$ cat config.mk
export PLATFORM = sky130hd
export DESIGN_NAME = serial_subtractor_flat
export DESIGN_NICKNAME = d
export VERILOG_FILES = /design/src/rtl/serial_subtractor_if.sv /design/src/rtl/serial_subtractor.sv /design/src/flat_wrapper.sv
export SDC_FILE = /design/constraint.sdc
export NUM_CORES = 1
export LEC_CHECK = 0
export BUFFER_PORTS_ARGS = -buffer_cell sky130_fd_sc_hd__buf_2
export CAP_MARGIN = 20
export CORE_MARGIN = 2
export CORE_UTILIZATION = 45
export CTS_BUF_LIST = sky130_fd_sc_hd__clkbuf_2
export CTS_CLUSTER_DIAMETER = 80
export DETAILED_ROUTE_END_ITERATION = 10
export PLACE_DENSITY = 0.67
export SYNTH_ARGS = -nofsm -noshare
export SYNTH_HDL_FRONTEND = slang
export SYNTH_SLANG_ARGS = --single-unit
$ cat constraint.sdc
create_clock -name clk -period 1.4 [get_ports clk]
set_input_delay 0.14 -clock clk [delete_from_list [all_inputs] [get_ports clk]]
set_output_delay 0.14 -clock clk [all_outputs]
set_load 0.03 [all_outputs]
$ cat src/rtl/serial_subtractor_if.sv
// Start/done handshake bundle for the bit-serial subtractor.
// The master drives operands and start; the slave returns status and result.
interface serial_subtractor_if #(
    parameter int DATA_WIDTH = 4
);
    logic                  start;
    logic [DATA_WIDTH-1:0] A;
    logic [DATA_WIDTH-1:0] B;
    logic                  busy;
    logic                  done;
    logic [DATA_WIDTH-1:0] Diff;
    logic                  Borrow;

    modport master (
        output start, A, B,
        input  busy, done, Diff, Borrow
    );

    modport slave (
        input  start, A, B,
        output busy, done, Diff, Borrow
    );
endinterface

$ cat src/rtl/serial_subtractor.sv
// Bit-serial two's-complement subtractor: Diff = A - B, LSB first, one bit per clock.
// A single 1-bit subtract cell plus a borrow flop, sequenced by an IDLE/RUN/DONE FSM.
module serial_subtractor #(
    parameter int DATA_WIDTH = 4
) (
    input  logic               clk,
    input  logic               rst,
    serial_subtractor_if.slave bus
);
    localparam int CW = $clog2(DATA_WIDTH + 1);

    typedef enum logic [1:0] {
        IDLE = 2'd0,
        RUN  = 2'd1,
        DONE = 2'd2
    } state_t;

    state_t                state_reg;
    state_t                state_next;
    logic                  accept;
    logic [DATA_WIDTH-1:0] a_sr_reg;
    logic [DATA_WIDTH-1:0] b_sr_reg;
    logic [DATA_WIDTH-1:0] res_reg;
    logic [DATA_WIDTH-1:0] res_next;
    logic [DATA_WIDTH-1:0] diff_reg;
    logic                  br_reg;
    logic                  br_next;
    logic                  borrow_reg;
    logic                  d_bit;
    logic                  last_bit;
    logic [CW-1:0]         cnt_reg;
    logic                  a_bit;
    logic                  b_bit;

    assign a_bit    = a_sr_reg[0];
    assign b_bit    = b_sr_reg[0];
    assign d_bit    = a_bit ^ b_bit ^ br_reg;
    assign br_next  = (~a_bit & b_bit) | (~(a_bit ^ b_bit) & br_reg);
    assign last_bit = (cnt_reg == CW'(DATA_WIDTH - 1));

    // Result register shifts right; the freshly computed bit enters at the MSB.
    genvar gi;
    generate
        for (gi = 0; gi < DATA_WIDTH - 1; gi++) begin : g_res_shift
            assign res_next[gi] = res_reg[gi+1];
        end
    endgenerate
    assign res_next[DATA_WIDTH-1] = d_bit;

    always_comb begin
        state_next = state_reg;
        accept     = 1'b0;
        case (state_reg)
            IDLE: begin
                if (bus.start) begin
                    accept     = 1'b1;
                    state_next = RUN;
                end
            end
            RUN: begin
                if (last_bit) begin
                    state_next = DONE;
                end
            end
            DONE: begin
                if (bus.start) begin
                    accept     = 1'b1;
                    state_next = RUN;
                end else begin
                    state_next = IDLE;
                end
            end
            default: state_next = IDLE;
        endcase
    end

    always_ff @(posedge clk) begin
        if (rst) begin
            state_reg <= IDLE;
        end else begin
            state_reg <= state_next;
        end
    end

    always_ff @(posedge clk) begin
        if (rst) begin
            a_sr_reg   <= '0;
            b_sr_reg   <= '0;
            res_reg    <= '0;
            br_reg     <= 1'b0;
            cnt_reg    <= '0;
            diff_reg   <= '0;
            borrow_reg <= 1'b0;
        end else if (accept) begin
            a_sr_reg <= bus.A;
            b_sr_reg <= bus.B;
            res_reg  <= '0;
            br_reg   <= 1'b0;
            cnt_reg  <= '0;
        end else if (state_reg == RUN) begin
            a_sr_reg <= a_sr_reg >> 1;
            b_sr_reg <= b_sr_reg >> 1;
            res_reg  <= res_next;
            br_reg   <= br_next;
            cnt_reg  <= cnt_reg + CW'(1);
            // Published result only moves on the completing bit.
            if (last_bit) begin
                diff_reg   <= res_next;
                borrow_reg <= br_next;
            end
        end
    end

    assign bus.busy   = (state_reg == RUN);
    assign bus.done   = (state_reg == DONE);
    assign bus.Diff   = diff_reg;
    assign bus.Borrow = borrow_reg;
endmodule

$ cat src/flat_wrapper.sv
// flat-port wrapper written by rule: the top's interface ports become plain ports
module serial_subtractor_flat 
#(
    parameter int DATA_WIDTH = 4
)
  (clk, rst, bus_start, bus_A, bus_B, bus_busy, bus_done, bus_Diff, bus_Borrow);
  serial_subtractor_if #(.DATA_WIDTH(DATA_WIDTH)) bus_i ();
  input  logic clk;
  input  logic rst;
  input wire logic [$bits(bus_i.start)-1:0] bus_start;
  input wire logic [$bits(bus_i.A)-1:0] bus_A;
  input wire logic [$bits(bus_i.B)-1:0] bus_B;
  output wire logic [$bits(bus_i.busy)-1:0] bus_busy;
  output wire logic [$bits(bus_i.done)-1:0] bus_done;
  output wire logic [$bits(bus_i.Diff)-1:0] bus_Diff;
  output wire logic [$bits(bus_i.Borrow)-1:0] bus_Borrow;
  assign bus_i.start = bus_start;
  assign bus_i.A = bus_A;
  assign bus_i.B = bus_B;
  assign bus_busy = bus_i.busy;
  assign bus_done = bus_i.done;
  assign bus_Diff = bus_i.Diff;
  assign bus_Borrow = bus_i.Borrow;
  serial_subtractor #(.DATA_WIDTH(DATA_WIDTH)) u_core (.clk(clk), .rst(rst), .bus(bus_i));
endmodule
==> Word-level counts from Yosys, hierarchy flattened <==
Index checks and enable logic that the tools add are counted.
{ "op_classes": {"addsub": 1, "eq_ne": 5, "n_mux": 10, "bitwise": 8, "reduce_logical": 6} }
{ "op_table": {"columns": ["cell", "n"], "rows": [
  ["$mux 4", 4],
  ["$pmux 2 s3", 1],
  ["$mux 2", 2],
  ["$reduce_or 2->1", 2],
  ["$add 3x1->3 const B", 1],
  ["$eq 3x2->1 const B", 1],
  ["$mux 1", 3],
  ["$not 1->1", 3],
  ["$reduce_and 3->1", 1],
  ["$and 1x1->1", 2],
  ["$eq 2x1->1 const B", 1],
  ["$eq 2x2->1 const B", 1],
  ["$logic_not 2->1", 1],
  ["$ne 2x1->1 const B", 1],
  ["$ne 2x2->1 const B", 1],
  ["$reduce_and 2->1", 1],
  ["$reduce_bool 2->1", 1],
  ["$xor 1x1->1", 2],
  ["$or 1x1->1", 1]
]} }
{ "totals": {"ff_bits": 23, "in_bits": 11, "output_inout_bits": 7, "wordCells": 38} }

==> Logic depth before layout (Yosys ltp) <==
Gate-level depths: netlist of the first run.
{ "logic_depth": {"ltp_word": 5, "ltp_mapped": 6, "mapped_depth_nobuf": 5} }

==> Least setup slack after synthesis of the first run <==
Ideal clock, no wire load.
{ "synth_timing": {"path_kind": "register to register", "from": "register u_core.cnt_reg[0]", "to": "register u_core.diff_reg[0] (netlist: u_core.bus.Diff[0])", "setup_time_ns": 0.132, "t_arrival_ns": 1.126, "required_time_ns": 1.268, "path_slack_ns": 0.142, "stages_incl_launch_ff": 7, "n_path_buf": 1, "period_less_slack_ns": 1.258, "path_cell_list": "dfxtp_1 > ha_1 > ha_1 > clkbuf_1 > nand3b_1 > nand2_1 > a21oi_1"} }
{ "synth_via": {"elab_chain_cells": 2} }
{ "synth_rtl": {"columns": ["item", "line_no", "rtl"], "rows": [
  ["start, declared", "serial_subtractor.sv:31", "logic [CW-1:0] cnt_reg;"],
  ["start signal, assigned", "serial_subtractor.sv:105", "cnt_reg <= cnt_reg + CW'(1);"],
  ["$eq 3x2->1", "serial_subtractor.sv:39", "assign last_bit = (cnt_reg == CW'(DATA_WIDTH - 1));"],
  ["$reduce_and 3->1 (no source line)", null, null],
  ["end signal, assigned", "serial_subtractor.sv:108", "diff_reg <= res_next;"],
  ["end, declared", "serial_subtractor.sv:25", "logic [DATA_WIDTH-1:0] diff_reg;"]
]} }
No other way between the ends.
A chain may end at the register's enable or synchronous reset.

==> Final worst setup path of the first run <==
{ "layout_timing": {"from": "register u_core.state_reg[1]", "to": "output port bus_busy"} }
{ "layout_via": {"elab_chain_cells": 1} }
{ "layout_rtl": {"columns": ["item", "line_no", "rtl"], "rows": [
  ["start, declared", "serial_subtractor.sv:18", "state_t state_reg;"],
  ["start signal, assigned", "serial_subtractor.sv:81", "state_reg <= state_next;"],
  ["$eq 2x1->1", "serial_subtractor.sv:114", "assign bus.busy = (state_reg == RUN);"],
  ["end, declared", "flat_wrapper.sv:13", "output wire logic [$bits(bus_i.busy)-1:0] bus_busy;"]
]} }
No other way between the ends.

==> PnR_summary.wiki, run 1 <==
{| class="wikitable"
! Metric !! Value
|-
| Number of warnings printed during yosys synthesis || 0
|-
| Dominant combinational cell family by area after synthesis || simple AND/OR/NAND/NOR gates
|-
| Final weighted congestion of routability-driven global placement || 0.709
|-
| Synthesized-area fraction occupied by xor and xnor cells || 0.00962
|-
| Sw Share || 0.234
|-
| Bufs on Longest Clock Path || 2
|-
| Mean number of vias per cell || 5.03
|-
| Max stage delay cell, worst path || sky130_fd_sc_hd__dfxtp_2
|-
| Share of Yosys cell area claimed by the top area cell type || 0.484
|-
| Share of synthesized flip-flops with an asynchronous set or reset || 0
|-
| Post-route minimum period || 1.32 ns
|-
| Initial core utilization || 0.469
|-
| Critical path cell sequence || nand2b_2 -> clkinv_4 -> buf_4
|-
| Clock tree skew after final layout || 0.0144 ns
|-
| 1st-iter DRT viols || 10
|-
| Input/output buffers || 17
|-
| Vias in the first global route || 670
|-
| TritonCTS clock tree || built
|-
| Critical-path maximum fanout || 14
|-
| Count of state elements after synthesis || 22
|-
| CP Class || flip-flop to primary output
|-
| Number of vias in the routed layout || 744
|-
| Total wire length after detailed routing || 1.66 mm
|-
| Buffers plus inverters on the worst setup path || 2
|-
| Internal power component || 0.000968 W
|-
| Largest stage delay on the critical path || 0.37 ns
|-
| Placement row count || 16
|-
| Vertical extent of the die || 49.0 um
|-
| Insertion delay of the later-clocked pin in the worst-skew pair || 0.33 ns
|-
| Switching power total || 0.000297 W
|-
| Highest clock rate || 755 MHz
|-
| Drt first pass iters || 4
|-
| Final setup vio count || 0
|-
| Width of the die || 49.0 um
|-
| Proportion of power drawn by combinational gates || 0.125
|-
| Antenna diode instance count || 0
|-
| Synthesized-area fraction occupied by adder cells || 0.0495
|-
| Global route overflow || 0
|-
| Combined area of all synthesized cells || 911 sq um
|-
| Sum of negative setup slack || 0 ns
|-
| Clock-pin transition on the worst setup and hold timing paths || 0.21 ns
|-
| Global-route wire length before repair || 2.77 mm
|-
| Syn Nets || 116
|-
| Number of distinct library cells after synthesis || 23
|-
| Sort of element at the end of the critical path || primary output
|-
| Power density cells || 1170 nW/um^2
|-
| Number of antenna violations at the first check in global routing || 0
|-
| Most repeated cell in the gate-level netlist after synthesis || sky130_fd_sc_hd__dfxtp_1
|-
| Commonest cells in the netlist || sky130_fd_sc_hd__dfxtp_1, sky130_fd_sc_hd__a21oi_1, sky130_fd_sc_hd__nand2_1
|-
| Normalized max-slew margin || 0.808
|-
| Final slew viol count || 0
|-
| Number of max-cap violations || 0
|-
| Result of the run || completed
|-
| Average cell area after synthesis || 8.93 sq um
|-
| Drt drc || 0
|-
| Worst vdd ir || 659 uV
|-
| Final standard cell area without fillers || 1080 sq um
|-
| Required @ worst endpoint || 1.26 ns
|-
| Least setup slack across all paths after layout || 0.0760 ns
|-
| Arrival time at the worst endpoint || 1.18 ns
|-
| Final Hold Vio Count || 0
|-
| Critical Path Start Type || flip-flop
|-
| Nets || 136
|-
| GR Util All Layers || 0.148
|-
| Placed Area || 1020 sq um
|-
| Synthesized instance count || 102
|-
| Clock root buffer master || sky130_fd_sc_hd__clkbuf_2
|-
| Worst min path class || input port to flip-flop
|-
| Number of antenna-violating nets in the routed design || 0
|-
| Cell types occupying the most area after synthesis || sky130_fd_sc_hd__dfxtp_1, sky130_fd_sc_hd__a21oi_1, sky130_fd_sc_hd__nand3_1
|-
| Share of post-route cells with drive strength above 1 || 0.281
|-
| Flip-flop cell with the highest count after synthesis || sky130_fd_sc_hd__dfxtp_1
|-
| Post-route clock period utilization || 0.946
|-
| Largest net degree at the start of global routing || 17
|-
| Share of synthesized area spent on multiplexers || 0
|-
| Level count of the clock H-tree || 1
|-
| Worst slack at placement || 0.0891 ns
|-
| Leakage power || 0.426 nW
|-
| Proportion of power drawn by flip-flops and latches || 0.529
|-
| Sink count of the clock tree || 22
|-
| Synth Area in Simple Gates || 0.198
|-
| Post-synthesis compound-gate area fraction || 0.188
|-
| EDFF count, synth || 0
|-
| Die Footprint || 2400 sq um
|-
| Sequential fraction of the synthesis area || 0.484
|-
| Final routed wire length divided by cell count || 11.2 um
|-
| Family with the most delay on the worst path || flip-flops
|-
| Clk network pwr share || 0.346
|-
| Layout overhead on the synthesized area || 19.1%
|-
| Total power consumption of the routed design || 0.00126 W
|-
| CTS buffer count || 3
|-
| Placed wire-length estimate || 1.16 mm
|-
| Count of pins on the block boundary || 18
|-
| Post-synth top area cell || sky130_fd_sc_hd__dfxtp_1
|-
| Worst Tran Pin Value || 0.289 ns
|-
| CORE AREA || 1940 sq um
|}
[metal layers]
metal  share of wire  global-route usage
met2            0.48               0.244
met5               0                   0
met1            0.45               0.176
met3           0.036              0.0276
met4           0.035              0.0952
[worst reg2reg max path, delay by kind of cell, from the launching register on]
kind / cells / cell delay, ns
flip-flops: 1 / 0.39
AND/OR/NAND/NOR: 2 / 0.27
adder cells (fa/ha/maj): 2 / 0.43
AO/OA/AOI/OAI: 1 / 0.06
[layout by cell type (no fill, tap or decap)]
master,Yosys,layout
sky130_fd_sc_hd__a21oi_1,17,17
sky130_fd_sc_hd__ha_1,2,1
sky130_fd_sc_hd__nand2b_4,1,1
sky130_fd_sc_hd__nand2b_2,1,1
sky130_fd_sc_hd__dfxtp_2,0,2
sky130_fd_sc_hd__inv_1,3,3
sky130_fd_sc_hd__clkinv_4,0,1
sky130_fd_sc_hd__clkbuf_2,0,3
sky130_fd_sc_hd__buf_4,1,6
sky130_fd_sc_hd__nand3b_1,1,1
sky130_fd_sc_hd__ha_2,0,1
sky130_fd_sc_hd__nand2b_1,1,1
sky130_fd_sc_hd__o21a_1,1,1
sky130_fd_sc_hd__a211oi_2,2,2
sky130_fd_sc_hd__nand2_1,14,14
sky130_fd_sc_hd__fa_1,1,1
sky130_fd_sc_hd__dlygate4sd3_1,0,1
sky130_fd_sc_hd__bufinv_16,0,1
sky130_fd_sc_hd__buf_2,1,16
sky130_fd_sc_hd__nand3_1,12,12
sky130_fd_sc_hd__a311oi_1,1,1
sky130_fd_sc_hd__dfxtp_1,22,20
sky130_fd_sc_hd__nor2b_1,2,2
sky130_fd_sc_hd__nor2_1,5,5
sky130_fd_sc_hd__a22oi_1,6,6
sky130_fd_sc_hd__xnor2_1,1,1
[area by class of cell]
cell class                 count  area [sq um]
inverter                       4          20.0
sequential                    22           443
tap                           27          33.8
fill                         200           857
clock buffer                   3          15.0
multi-input combinational     68           408
timing repair buffer          23           135
clock inverter                 1          30.0
[worst paths after layout]
kind,start,slack (ns),depth (start not counted),to
worst max-delay path,u_core.state_reg[1],0.08,3,bus_busy
worst min register to register,u_core.bus.Diff[0],0.46,2,u_core.bus.Diff[0]
worst min-delay path,bus_B[3],0.02,3,u_core.b_sr_reg[3]
worst max register to register,u_core.cnt_reg[0],0.16,5,u_core.bus.Diff[1]
[repair_timing]
| item | 4_1_cts | 5_1_grt |
|---|---|---|
| hold buffers | 1 | 0 |
| endpoints found under the hold margin | 1 | 0 |
| pin swaps | 0 | 0 |
| setup buffers | 0 | 0 |
| endpoints found under the setup margin | 1 | 3 |
| gates resized for setup | 2 | 5 |
[kinds of logic after synthesis]
logic type / count (synthesis)
compound gates: 27
xor+xnor: 1
fa+ha+maj: 3
buf+inv: 12
flops: 22
simple gates: 37
[per-stage QoR]
stage	hold slack, ns	utilization	std cells
3_5_place_dp	0.390	0.524	143
5_1_grt	0.00538	0.559	148
2_1_floorplan	0.276	-	102
4_1_cts	0.00163	0.555	148
3_3_place_gp	0.381	0.524	143
6_report	0.0171	0.559	148
[power by group through the flow]
| stage | sequential, W | clock, W | combinational [W] |
|---|---|---|---|
| floorplan | 0.000677 | 0 | 0.000116 |
| global placement | 0.000680 | 0 | 0.000150 |
| detailed placement | 0.000681 | 0 | 0.000153 |
| CTS | 0.000669 | 0.000454 | 0.000159 |
| global route | 0.000672 | 0.000469 | 0.000176 |
| finish | 0.000669 | 0.000437 | 0.000159 |
Note: power is estimated with default switching activity, not from simulation.
==> run 2: changes to the inputs <==
--- a/config.mk
+++ b/config.mk
@@ -8,7 +8,5 @@
 export BUFFER_PORTS_ARGS = -buffer_cell sky130_fd_sc_hd__buf_2
 export CAP_MARGIN = 20
-export CORE_MARGIN = 2
 export CORE_UTILIZATION = 45
-export CTS_BUF_LIST = sky130_fd_sc_hd__clkbuf_2
 export CTS_CLUSTER_DIAMETER = 80
 export DETAILED_ROUTE_END_ITERATION = 10
==> constraint.sdc (replaced) <==
create_clock -name clk -period 1.4 [get_ports clk]
set_input_delay 0.21 -clock clk [delete_from_list [all_inputs] [get_ports clk]]
set_output_delay 0.21 -clock clk [all_outputs]
set_load 0.03 [all_outputs]
==> run 2 against run 1 <==
Non-clock buffer count grew 1. Highest routed layer unchanged. Final cell count shrank 0.68%. Largest power group unchanged. Largest cell class unchanged. Clock-buffer cell count is the same. Critical path depth is the same. Sequential cell count is the same. Register-to-register slack is essentially flat.
==> PnR_summary.wiki, run 2 (synthesis results as in run 1) <==
{| class="wikitable"
! Metric !! Value
|-
| Result of the run || completed
|-
| Number of vias in the routed layout || 752
|-
| Final slew viol count || 0
|-
| Largest net degree at the start of global routing || 17
|-
| Final routed wire length divided by cell count || 11.3 um
|-
| Die Footprint || 2210 sq um
|-
| Placed wire-length estimate || 1.14 mm
|-
| Proportion of power drawn by flip-flops and latches || 0.507
|-
| Clock root buffer master || sky130_fd_sc_hd__clkbuf_4
|-
| Total power consumption of the routed design || 0.00132 W
|-
| Drt first pass iters || 4
|-
| CP Class || flip-flop to primary output
|-
| Proportion of power drawn by combinational gates || 0.125
|-
| Number of stages on the worst hold path || 3
|-
| Arrival time at the worst endpoint || 1.08 ns
|-
| Insertion delay of the later-clocked pin in the worst-skew pair || 0.31 ns
|-
| Post-route clock period utilization || 0.922
|-
| Width of the die || 47.0 um
|-
| Number of max-cap violations || 0
|-
| Share of post-route cells with drive strength above 1 || 0.295
|-
| Sink count of the clock tree || 22
|-
| Mean number of vias per cell || 5.12
|-
| GR Util All Layers || 0.180
|-
| Final weighted congestion of routability-driven global placement || 0.789
|-
| Critical-path maximum fanout || 5
|-
| Unrepaired setup endpoints after global routing || false
|-
| Initial core utilization || 0.506
|-
| Area occupied by multi-input gates || 408 sq um
|-
| Register cell area after layout || 443 sq um
|-
| CTS buffer count || 3
|-
| Leakage power || 0.433 nW
|-
| Final Hold Vio Count || 0
|-
| 1st-iter DRT viols || 24
|-
| Antenna diode instance count || 0
|-
| Count of pins on the block boundary || 18
|-
| Number of antenna violations at the first check in global routing || 0
|-
| Worst min path class || input port to flip-flop
|-
| Global route overflow || 0
|-
| Required @ worst endpoint || 1.19 ns
|-
| Power density cells || 1200 nW/um^2
|-
| Nets || 137
|-
| Global-route wire length before repair || 2.67 mm
|-
| Bufs on Longest Clock Path || 2
|-
| Worst Tran Pin Value || 0.279 ns
|-
| Sum of negative setup slack || 0 ns
|-
| Switching power total || 0.000303 W
|-
| Layout overhead on the synthesized area || 20.2%
|-
| Highest clock rate || 775 MHz
|-
| Total wire length after detailed routing || 1.66 mm
|-
| Most common library cell in the layout ignoring fill and taps || sky130_fd_sc_hd__dfxtp_1
|-
| Vertical extent of the die || 47.0 um
|-
| Placement row count || 15
|-
| Final setup vio count || 0
|-
| Clock-pin transition on the worst setup and hold timing paths || 0.12 ns
|-
| Critical Path Start Type || flip-flop
|-
| Normalized max-slew margin || 0.814
|-
| Number of antenna-violating nets in the routed design || 0
|-
| Sw Share || 0.230
|-
| Drt drc || 0
|-
| Vias in the first global route || 593
|-
| Post-placement cell count || 141
|-
| Final instance count without filler cells || 147
|-
| Clk network pwr share || 0.368
|-
| Most frequent cells in the layout || sky130_fd_sc_hd__dfxtp_1, sky130_fd_sc_hd__a21oi_1, sky130_fd_sc_hd__buf_2
|-
| Input/output buffers || 17
|-
| Worst vdd ir || 739 uV
|-
| Level count of the clock H-tree || 1
|-
| Internal power component || 0.00101 W
|-
| TritonCTS clock tree || built
|-
| Post-route minimum period || 1.29 ns
|-
| CORE AREA || 1800 sq um
|-
| Clock tree skew after final layout || 0.00462 ns
|-
| Sort of element at the end of the critical path || primary output
|-
| Worst Reg2Reg Path Length in Cells || 5
|-
| Filler instances || 163
|}
## run 2: stage by stage
step	util	instance area, sq um	hold slack (ns)	worst slack, ns
after floorplan	-	911	0.346	0.142
after global placement	0.563	1010	0.440	0.173
after detailed placement	0.563	1010	0.447	0.0934
after CTS	0.597	1070	0.119	0.00871
after global routing	0.608	1090	0.112	0.0187
final	0.608	1090	0.125	0.110
## run 2: area by class of cell
class	count	area share
clock inverters	1	0.0274
multi-input cells	68	0.373
clock buffers	3	0.0206
well taps	25	0.0286
inverters	4	0.0183
repair buffers	24	0.128
flip-flops and latches	22	0.405
## run 2: path summary, 6_finish.rpt
check                       from            endpoint  slack (ns)
min                     bus_A[3]  u_core.a_sr_reg[3]        0.13
max reg2reg    u_core.cnt_reg[0]  u_core.bus.Diff[2]        0.16
max          u_core.state_reg[1]            bus_busy        0.11
min reg2reg   u_core.bus.Diff[3]  u_core.bus.Diff[3]        0.46
## run 2: routing by layer
metal  GRT usage  wire, um
met2       0.244       730
met1       0.257       822
met4       0.103        45
met5           0         0
met3      0.0462        59
## run 2: critical path: stages (launching register included)
cell                       delay [ns]
sky130_fd_sc_hd__dfxtp_2         0.34
sky130_fd_sc_hd__nand2b_2        0.20
sky130_fd_sc_hd__clkinv_4        0.07
sky130_fd_sc_hd__buf_4           0.15
## run 2: power groups by stage
stage / sequential [W] / clock, W / combinational, W
6_report: 0.000667 / 0.000485 / 0.000165
3_3_place_gp: 0.000680 / 0 / 0.000152
2_1_floorplan: 0.000677 / 0 / 0.000116
3_5_place_dp: 0.000681 / 0 / 0.000154
4_1_cts: 0.000667 / 0.000494 / 0.000159
5_1_grt: 0.000671 / 0.000530 / 0.000182
## run 2: repair_timing
action / in CTS / in global routing
hold buffers: 0 / 0
resized for setup: 3 / 4
cloned: 0 / 0
pin swaps: 0 / 0
buffers inserted: 0 / 2
endpoints found under the setup margin: 1 / 6
==> run 3: changes to the inputs <==
Settings changed: ABC_CLOCK_PERIOD_IN_PS set to 1400, BUFFER_PORTS_ARGS -buffer_cell sky130_fd_sc_hd__buf_2 to unset, DONT_BUFFER_PORTS set to 1, PLACE_DENSITY 0.67 to unset.
==> run 3 against run 2 <==
Register-to-register slack about the same. Non-clock buffer count shrank 17. Fmax decreased by 4.1%. Clock power decreased by 27%. Global-route usage rose by 0.73 points. Total power down 12%. Core utilization fell by 4.9 points. Clock skew is essentially flat. Sequential share of layout area rose by 3.6 points. First-iteration DRC count is 67% lower. Clock-buffer cell count increased by 1. Cell area is 8.1% lower. Highest routed layer unchanged.
==> PnR_summary.wiki, run 3 (synthesis results as in run 1) <==
{| class="wikitable"
! Metric !! Value
|-
| Result of the run || completed
|-
| Final weighted congestion of routability-driven global placement || 0.756
|-
| Critical-path maximum fanout || 13
|-
| Count of pins on the block boundary || 18
|-
| Largest stage delay on the critical path || 0.35 ns
|-
| Most frequent cells in the layout || sky130_fd_sc_hd__dfxtp_1, sky130_fd_sc_hd__a21oi_1, sky130_fd_sc_hd__nand2_1
|-
| Final routed wire length divided by cell count || 12.7 um
|-
| Final slew viol count || 0
|-
| Drt first pass iters || 4
|-
| CTS buffer count || 3
|-
| Worst min path class || input port to flip-flop
|-
| Final instance count without filler cells || 130
|-
| Highest clock rate || 744 MHz
|-
| Clock root buffer master || sky130_fd_sc_hd__clkbuf_4
|-
| Layout overhead on the synthesized area || 10.4%
|-
| Most common library cell in the layout ignoring fill and taps || sky130_fd_sc_hd__dfxtp_1
|-
| Number of antenna violations at the first check in global routing || 0
|-
| Nets || 120
|-
| Critical path cell sequence || nand2b_2 -> clkinv_4 -> buf_12
|-
| GR Util All Layers || 0.187
|-
| Level count of the clock H-tree || 1
|-
| Vias in the first global route || 621
|-
| Initial core utilization || 0.506
|-
| Number of max-cap violations || 0
|-
| CORE AREA || 1800 sq um
|-
| Bufs on Longest Clock Path || 2
|-
| Global-route wire length before repair || 2.77 mm
|-
| Largest net degree at the start of global routing || 16
|-
| Area occupied by multi-input gates || 408 sq um
|-
| Number of buffers inserted by post-CTS setup repair || 0
|-
| Vertical extent of the die || 47.0 um
|-
| Max stage delay cell, worst path || sky130_fd_sc_hd__dfxtp_2
|-
| Insertion delay of the later-clocked pin in the worst-skew pair || 0.31 ns
|-
| Sort of element at the end of the critical path || primary output
|-
| Placed wire-length estimate || 1.12 mm
|-
| Post-route clock period utilization || 0.961
|-
| Total wire length after detailed routing || 1.65 mm
|-
| Number of vias in the routed layout || 706
|-
| Worst slack at placement || 0.131 ns
|-
| Filler instances || 183
|-
| Critical Path Start Type || flip-flop
|-
| Total power consumption of the routed design || 0.00117 W
|-
| Clock tree skew after final layout || 0.00456 ns
|-
| Setup slack of the worst register-to-register path || 0.15 ns
|-
| Post-route minimum period || 1.34 ns
|-
| Required @ worst endpoint || 1.19 ns
|-
| Mean number of vias per cell || 5.43
|-
| Core Util, Final || 0.558
|-
| Family with the most delay on the worst path || flip-flops
|-
| Input/output buffers || 0
|-
| Final setup vio count || 0
|-
| Drt drc || 0
|-
| Sink count of the clock tree || 22
|-
| Leakage power || 0.351 nW
|-
| TritonCTS clock tree || built
|-
| Die Footprint || 2210 sq um
|-
| Final Hold Vio Count || 0
|-
| Clock-pin transition on the worst setup and hold timing paths || 0.12 ns
|-
| Sum of negative setup slack || 0 ns
|-
| Antenna diode instance count || 0
|-
| Global route overflow || 0
|-
| Normalized max-slew margin || 0.653
|-
| Number of antenna-violating nets in the routed design || 0
|-
| Buffers plus inverters on the worst setup path || 2
|-
| Worst vdd ir || 858 uV
|-
| Post-placement cell count || 125
|-
| Placement row count || 15
|-
| CP Class || flip-flop to primary output
|-
| Arrival time at the worst endpoint || 1.13 ns
|-
| 1st-iter DRT viols || 8
|-
| Least setup slack across all paths after layout || 0.0551 ns
|-
| Power density cells || 1160 nW/um^2
|-
| Width of the die || 47.0 um
|-
| Worst Tran Pin Value || 0.518 ns
|-
| Register cell area after layout || 443 sq um
|-
| Share of post-route cells with drive strength above 1 || 0.171
|}
-- run 3: cell types whose count changed in the layout (fill, tap and decap cells not counted), sizes merged --
cell         delta
buf            -18
bufinv          -1
clkbuf          +1
dlygate4sd3     +1
-- run 3: power by group --
| group | internal [W] | switching (W) | total, W |
|---|---|---|---|
| clock | 0.000159 | 0.000193 | 0.000352 |
| sequential | 0.000652 | 0.0000157 | 0.000667 |
| combinational | 0.0000597 | 0.0000866 | 0.000146 |
| total | 0.000870 | 0.000295 | 0.00117 |
-- run 3: path summary, 6_finish.rpt --
kind	startpoint	endpoint	depth (start not counted)
hold reg to reg	u_core.res_reg[1]	u_core.res_reg[1]	2
setup reg to reg	u_core.cnt_reg[0]	u_core.bus.Diff[2]	5
setup / recovery	u_core.state_reg[1]	bus_busy	3
hold / removal	bus_A[3]	u_core.a_sr_reg[3]	2
-- run 3: repair_timing --
action / CTS / global route
endpoints found under the setup margin: 1 / 5
hold endpoints to repair: 15 / 0
resized for setup: 1 / 5
hold buffers: 1 / 0
gates cloned: 0 / 0
-- run 3: per-stage QoR --
stage / cell area [sq um] / hold WS (ns)
4_1_cts: 998 / 0.00728
6_report: 1010 / 0.0180
3_5_place_dp: 950 / 0.283
5_1_grt: 1010 / 0.0136
2_1_floorplan: 911 / 0.346
3_3_place_gp: 950 / 0.280
-- run 3: layer usage --
layer,part of all wire,vias to the layer above,track usage,wire length (um)
li1,-,352,-,-
met1,0.47,334,0.229,777
met2,0.46,16,0.292,761
met3,0.050,4,0.0615,83
met4,0.019,0,0.103,32
met5,0,-,0,0
-- run 3: cell type report --
cell class                      count  area share
Timing Repair Buffer                7      0.0672
Sequential cell                    22       0.440
Inverter                            4      0.0199
Clock buffer                        4      0.0361
Tap cell                           25      0.0311
Multi-Input combinational cell     68       0.405
